## src/rtl/dft_pkg.sv

```systemverilog
// Shared types, default widths and the rounding helper for the direct-DFT engine.
package dft_pkg;

  localparam int DATA_W_DEF    = 16;
  localparam int TW_W_DEF      = 16;
  localparam int FRAC_BITS_DEF = 15;
  localparam int ACC_W_DEF     = 36;
  localparam int ADDR_W_DEF    = 12;

  typedef enum logic [2:0] {
    IDLE,
    RUN,
    DRAIN,
    OUT,
    DONE
  } state_t;

  typedef struct packed {
    logic signed [ACC_W_DEF-1:0] re;
    logic signed [ACC_W_DEF-1:0] im;
  } cplx_t;

  // Half an LSB of the rounded result, giving round-half-up after the shift.
  function automatic longint round_offset(input int frac_bits);
    return (frac_bits > 0) ? (longint'(1) <<< (frac_bits - 1)) : longint'(0);
  endfunction

endpackage

```

## src/rtl/cmul_round.sv

```systemverilog
// Registered complex multiply (operand stage, product stage) followed by a
// round-half-up stage; valid and first-term flags travel with the data.
module cmul_round
  import dft_pkg::*;
#(
  parameter int DATA_W    = DATA_W_DEF,
  parameter int TW_W      = TW_W_DEF,
  parameter int FRAC_BITS = FRAC_BITS_DEF,
  parameter int ACC_W     = ACC_W_DEF
) (
  input  logic                    clk,
  input  logic                    n_Reset,
  input  logic                    i_valid,
  input  logic                    i_first,
  input  logic [2*DATA_W-1:0]     i_x,
  input  logic [2*TW_W-1:0]       i_w,
  output logic                    o_valid,
  output logic                    o_first,
  output logic                    o_busy,
  output logic signed [ACC_W-1:0] o_re,
  output logic signed [ACC_W-1:0] o_im
);

  localparam int PW = DATA_W + TW_W;
  localparam logic signed [PW+1:0] RND_OFS = (PW+2)'(round_offset(FRAC_BITS));

  logic signed [DATA_W-1:0] r_xr, r_xi;
  logic signed [TW_W-1:0]   r_wr, r_wi;
  logic signed [PW-1:0]     r_p_rr, r_p_ii, r_p_ri, r_p_ir;
  logic                     r_va, r_fa, r_vb, r_fb;

  logic signed [PW+1:0] w_re_ofs, w_im_ofs, w_re_sh, w_im_sh;

  // Two guard bits keep the product difference plus offset from wrapping.
  assign w_re_ofs = (PW+2)'(r_p_rr) - (PW+2)'(r_p_ii) + RND_OFS;
  assign w_im_ofs = (PW+2)'(r_p_ri) + (PW+2)'(r_p_ir) + RND_OFS;
  assign w_re_sh  = w_re_ofs >>> FRAC_BITS;
  assign w_im_sh  = w_im_ofs >>> FRAC_BITS;

  assign o_busy = r_va | r_vb;

  always_ff @(posedge clk or negedge n_Reset) begin
    if (!n_Reset) begin
      r_xr    <= '0;
      r_xi    <= '0;
      r_wr    <= '0;
      r_wi    <= '0;
      r_va    <= 1'b0;
      r_fa    <= 1'b0;
      r_p_rr  <= '0;
      r_p_ii  <= '0;
      r_p_ri  <= '0;
      r_p_ir  <= '0;
      r_vb    <= 1'b0;
      r_fb    <= 1'b0;
      o_re    <= '0;
      o_im    <= '0;
      o_valid <= 1'b0;
      o_first <= 1'b0;
    end else begin
      r_xr    <= i_x[2*DATA_W-1:DATA_W];
      r_xi    <= i_x[DATA_W-1:0];
      r_wr    <= i_w[2*TW_W-1:TW_W];
      r_wi    <= i_w[TW_W-1:0];
      r_va    <= i_valid;
      r_fa    <= i_first;
      r_p_rr  <= r_xr * r_wr;
      r_p_ii  <= r_xi * r_wi;
      r_p_ri  <= r_xr * r_wi;
      r_p_ir  <= r_xi * r_wr;
      r_vb    <= r_va;
      r_fb    <= r_fa;
      o_re    <= ACC_W'(w_re_sh);
      o_im    <= ACC_W'(w_im_sh);
      o_valid <= r_vb;
      o_first <= r_fb;
    end
  end

endmodule

```

## src/rtl/dft_mac_engine.sv

```systemverilog
// Direct-DFT engine: walks n and (k*n) mod N for each bin, accumulates the
// rounded products, and hands each finished bin out on a valid/ready port.
//
// state | meaning
// IDLE  | waiting for start
// RUN   | issuing one sample/twiddle address pair per cycle for bin k
// DRAIN | no new addresses; waiting for the last term to be accumulated
// OUT   | bin k presented on out_valid until out_ready
// DONE  | one-cycle done pulse, then back to IDLE
module dft_mac_engine
  import dft_pkg::*;
#(
  parameter int DATA_W    = DATA_W_DEF,
  parameter int TW_W      = TW_W_DEF,
  parameter int FRAC_BITS = FRAC_BITS_DEF,
  parameter int ACC_W     = ACC_W_DEF,
  parameter int ADDR_W    = ADDR_W_DEF
) (
  input  logic                clk,
  input  logic                n_Reset,
  input  logic                start,
  input  logic [ADDR_W-1:0]   samp_number,
  output logic                busy,
  output logic                done,
  output logic [ADDR_W-1:0]   sample_addr,
  input  logic [2*DATA_W-1:0] sample_data,
  output logic [ADDR_W-1:0]   tw_addr,
  input  logic [2*TW_W-1:0]   tw_data,
  output logic                out_valid,
  input  logic                out_ready,
  output logic [2*ACC_W-1:0]  out_data,
  output logic [ADDR_W-1:0]   out_bin
);

  if (ACC_W < DATA_W + TW_W + 1 - FRAC_BITS + ADDR_W) begin : g_acc_w_chk
    $error("dft_mac_engine: ACC_W too narrow for a full-length accumulation");
  end

  localparam logic [ADDR_W-1:0] ONE = ADDR_W'(1);

  state_t                   r_state;
  logic [ADDR_W-1:0]        r_len, r_k, r_n, r_tw;
  logic                     r_busy, r_done, r_out_valid;
  logic                     r_v1, r_f1;
  logic signed [ACC_W-1:0]  r_acc_re, r_acc_im;

  logic                     w_term_valid, w_term_first, w_cmul_busy;
  logic signed [ACC_W-1:0]  w_term_re, w_term_im;
  logic [ADDR_W:0]          w_tw_sum;
  logic [ADDR_W-1:0]        w_tw_next;
  logic                     w_last_n, w_last_k;

  cmul_round #(
    .DATA_W   (DATA_W),
    .TW_W     (TW_W),
    .FRAC_BITS(FRAC_BITS),
    .ACC_W    (ACC_W)
  ) u_cmul (
    .clk    (clk),
    .n_Reset(n_Reset),
    .i_valid(r_v1),
    .i_first(r_f1),
    .i_x    (sample_data),
    .i_w    (tw_data),
    .o_valid(w_term_valid),
    .o_first(w_term_first),
    .o_busy (w_cmul_busy),
    .o_re   (w_term_re),
    .o_im   (w_term_im)
  );

  // Twiddle index steps by k; both operands are below N, so one subtract wraps it.
  assign w_tw_sum  = {1'b0, r_tw} + {1'b0, r_k};
  assign w_tw_next = (w_tw_sum >= {1'b0, r_len}) ? ADDR_W'(w_tw_sum - {1'b0, r_len})
                                                 : w_tw_sum[ADDR_W-1:0];
  assign w_last_n  = (r_n == r_len - ONE);
  assign w_last_k  = (r_k == r_len - ONE);

  always_ff @(posedge clk or negedge n_Reset) begin
    if (!n_Reset) begin
      r_state     <= IDLE;
      r_len       <= '0;
      r_k         <= '0;
      r_n         <= '0;
      r_tw        <= '0;
      r_busy      <= 1'b0;
      r_done      <= 1'b0;
      r_out_valid <= 1'b0;
      r_v1        <= 1'b0;
      r_f1        <= 1'b0;
      r_acc_re    <= '0;
      r_acc_im    <= '0;
    end else begin
      r_v1 <= 1'b0;
      r_f1 <= 1'b0;
      if (w_term_valid) begin
        r_acc_re <= w_term_first ? w_term_re : r_acc_re + w_term_re;
        r_acc_im <= w_term_first ? w_term_im : r_acc_im + w_term_im;
      end
      case (r_state)
        IDLE: begin
          if (start) begin
            r_busy <= 1'b1;
            r_len  <= samp_number;
            r_k    <= '0;
            r_n    <= '0;
            r_tw   <= '0;
            if (samp_number == '0) begin
              r_state <= DONE;
              r_done  <= 1'b1;
            end else begin
              r_state <= RUN;
            end
          end
        end
        RUN: begin
          r_v1 <= 1'b1;
          r_f1 <= (r_n == '0);
          if (w_last_n) begin
            r_state <= DRAIN;
          end else begin
            r_n  <= r_n + ONE;
            r_tw <= w_tw_next;
          end
        end
        DRAIN: begin
          // Only the final term is in flight once every earlier stage is empty.
          if (w_term_valid && !r_v1 && !w_cmul_busy) begin
            r_state     <= OUT;
            r_out_valid <= 1'b1;
          end
        end
        OUT: begin
          if (out_ready) begin
            r_out_valid <= 1'b0;
            if (w_last_k) begin
              r_state <= DONE;
              r_done  <= 1'b1;
            end else begin
              r_k     <= r_k + ONE;
              r_n     <= '0;
              r_tw    <= '0;
              r_state <= RUN;
            end
          end
        end
        DONE: begin
          r_done  <= 1'b0;
          r_busy  <= 1'b0;
          r_state <= IDLE;
        end
        default: r_state <= IDLE;
      endcase
    end
  end

  assign busy        = r_busy;
  assign done        = r_done;
  assign sample_addr = r_n;
  assign tw_addr     = r_tw;
  assign out_valid   = r_out_valid;
  assign out_data    = {r_acc_re, r_acc_im};
  assign out_bin     = r_k;

endmodule

```

## config.mk

```make
export PLATFORM = sky130hd
export DESIGN_NAME = dft_mac_engine
export DESIGN_NICKNAME = d
export VERILOG_FILES = /design/src/rtl/dft_pkg.sv /design/src/rtl/cmul_round.sv /design/src/rtl/dft_mac_engine.sv
export SDC_FILE = /design/constraint.sdc
export NUM_CORES = 2
export LEC_CHECK = 0
export CORE_MARGIN = 2
export CORE_UTILIZATION = 50
export CTS_CLUSTER_SIZE = 40
export DETAILED_ROUTE_END_ITERATION = 10
export GPL_ROUTABILITY_DRIVEN = 0
export PLACE_DENSITY = 0.82
export SYNTH_ARGS = -nofsm -noshare
export SYNTH_HDL_FRONTEND = slang
export SYNTH_SLANG_ARGS = --single-unit
```

## constraint.sdc

```tcl
create_clock -name clk -period 6.4 [get_ports clk]
set_input_delay 1.28 -clock clk [delete_from_list [all_inputs] [get_ports clk]]
set_output_delay 1.28 -clock clk [all_outputs]
set_load 0.01 [all_outputs]
```

==> results.cfg <==
[cells_and_area]
synthToLayoutAreaGrowth_pct = 12.26
drive_gt1_share_pct = 6.782
final_nets = 8100
layout_common_cells = inv_1 (1267), fa_1 (1047), nand2_1 (621)
final_common_cell = inv_1
fin_area_sq_um = 65770

[synth]
yosys_warnings = 0
synth_nets = 7881
yosys_register_bits = 364
synth_edf_count = 0
synth_top_area_share_pct = 35.95
post-synth-top-area-cell = fa_1
synth_ff_type = dfrtp_1
syn_avg_cell_area_sq_um = 9.451
synth.distinct_cells = 77
ys_async_sr_fraction_pct = 100.0
synthCells = 6199
yosysSeqAreaShare_pct = 15.55
synth_area_sq_um = 58590
synth_area_leaders = fa_1 (36%), dfrtp_1 (16%), ha_1 (12%)

[cts]
ctsHoldBuffers = 0
clock-sinks = 364
htree_levels = 2
cts_buffers = 48
cts_tree = yes
clk_latency_ps = 670
cts_buffer_depth = 3
root_buffer = clkbuf_16
clk_pin_slew_ps = 70

[placement]
pre_cts_slack_ps = -224.4
placed_area_sq_um = 63470
place.port_buffers = 190
hpwlAfterDp_um = 119800

[floorplanning]
rows = 125
io_pins = 191
dieHeight_um = 346.3
core_area_sq_um = 116200
die_area_sq_um = 119900
die_x_um = 346.3
start_util_pct = 50.42

[worst_setup_path]
critPathKind = flip-flop to flip-flop
critPathMostFrequentCell = fa_1
cp_top_family = adder cells
required_ps = 6920
cp_max_fo = 9
startpoint_type = flip-flop
end_kind = flip-flop
critPathBufInv = 7
cp_slowest_stage_delay_ps = 570
critPathSlowestCell = fa_1
arrival_ps = 6870

[global_routing]
grt_usage_pct = 25.60
use_met2_pct = 42.24
antenna_found_initial = 16
gr-usage-met3_pct = 6.236
grt_pass1_wl_um = 246900
grt_use_met1_pct = 31.77
overflow = 0
grt_max_degree = 147
top_usage_layer = met2
grt_pass1_vias = 47780

[route]
drt-initial-drc-count = 3128
ant_nets = 0
drt-pass1-iter-count = 8
routed_wl_um = 151000
post-route-drc-count = 0
wl_per_cell_um = 18.91
vias = 44080
viasPerCell = 5.520

[sta]
setup_violations = 0
period_minus_slack_ps = 6348
worst_slack_ps = 52.31
slew_viol_final = 0
max_freq_ghz = 0.1575
relSlewSlack_pct = 21.73
hold_viol = 0
period_share_pct = 99.18
finalClockSkew_ps = 52.43
worst_pin_slew_ps = 1174
setup_tns_ps = 0

[status]
status = completed

[run]
cap_violations = 0

[worst_hold_path]
min_path_type = flip-flop to flip-flop
==> synth_stat cells (6+ instances only) <==
cell type and count:
inv_1 1268, fa_1 1052, nand2_1 624, ha_1 550, and2_1 514, dfrtp_1 364, nor2_1 253, clkbuf_1 232
a21oi_1 222, xnor2_1 216, o21ai_0 145, a21o_1 85, nand3_1 59, xor2_1 59, nor3_1 42, nand2b_1 39
o21a_1 36, a31oi_1 35, o21bai_1 31, a211oi_1 29, and3_1 29, nand4_1 26, nor2b_1 23, nor4_1 21
o211ai_1 20, or3_1 18, mux2i_1 17, a21boi_0 16, and4_1 11, o21ai_2 10, o31ai_1 10, xnor3_1 10
or2_2 9, o22a_1 7, a31o_2 6, or4_1 6
==> state kept, by name, summed over array words and instances, names as in the netlist, 16 cells and up <==
register,cells
u_cmul.o_re,19
u_cmul.r_p_ii,32
u_cmul.r_xr,16
u_cmul.r_p_ri,32
u_cmul.o_im,19
r_acc_re,36
u_cmul.r_xi,16
u_cmul.r_p_rr,32
u_cmul.r_wi,16
u_cmul.r_p_ir,32
r_acc_im,36
u_cmul.r_wr,16
==> path summary, 6_finish.rpt <==
check                                         start                     endpoint  slack [ps]  depth (start not counted)
max                        u_cmul.r_wr[5]$_DFF_PN0_  u_cmul.r_p_ir[23]$_DFF_PN0_          50                         25
min                           u_cmul.r_fb$_DFF_PN0_     u_cmul.o_first$_DFF_PN0_         350                          0
max reg2reg                u_cmul.r_wr[5]$_DFF_PN0_  u_cmul.r_p_ir[23]$_DFF_PN0_          50                         25
min reg2reg                   u_cmul.r_fb$_DFF_PN0_     u_cmul.o_first$_DFF_PN0_         350                          0
max in group asynchronous                   n_Reset     u_cmul.r_xr[6]$_DFF_PN0_        4390                          2
min in group asynchronous                   n_Reset         r_len[6]$_DFFE_PN0P_         610                          1
==> routing by layer <==
layer | up-vias | share of wire (%)
li1 | 19560 | -
met1 | 22020 | 38
met2 | 2004 | 47
met3 | 474 | 9.7
met4 | 22 | 5.4
met5 | - | 0.095
==> worst register-to-register path: stages (launching register included) <==
cell and delay [ps]:
dfrtp_2 490, buf_12 190, and2_1 180, fa_1 510, inv_1 60, fa_1 500, fa_1 570, inv_1 80
fa_1 500, fa_1 500, inv_1 50, fa_1 470, inv_1 60, ha_4 220, a21o_1 160, a21oi_2 170
o211ai_1 150, a21oi_1 200, buf_4 160, a21boi_2 80, o21a_1 200, nor2_2 160, nand2b_1 130, o211ai_1 100
xor2_1 160, buf_4 140
==> what timing repair did <==
item | in CTS | in global routing
buffers inserted | 0 | 27
endpoints found under the setup margin | 17 | 31
resized for setup | 17 | 88
pin swaps | 0 | 30
gates cloned | 0 | 2
==> metrics by stage <==
step	utilization [%]	hold WS [ps]	cells
floorplan	-	331.2	6199
global placement	54.62	338.3	7863
detailed placement	54.62	337.0	7863
CTS	56.09	350.3	7953
global route	56.60	353.3	7982
finish	56.60	347.9	7984
==> kinds of logic after synthesis <==
logic type | Yosys count | synth area share (%)
xor+xnor | 285 | 4.495
simple gates | 1693 | 14.29
compound gates | 723 | 7.882
mux | 22 | 0.3865
flops | 364 | 15.55
buf+inv | 1510 | 9.708
fa+ha+maj | 1602 | 47.69
==> final cells by class <==
class | instances | area, sq um
fill | 9446 | 50430
inverter | 1268 | 4760
clock inverter | 26 | 296.5
clock buffer | 64 | 1371
tap | 1524 | 1907
antenna | 2 | 5.005
multi-input combinational | 4325 | 44090
timing repair buffer | 411 | 4198
sequential | 364 | 9144
Power is not shown: default switching activity piles up to over one toggle a cycle in this logic, so the estimate is an artifact.
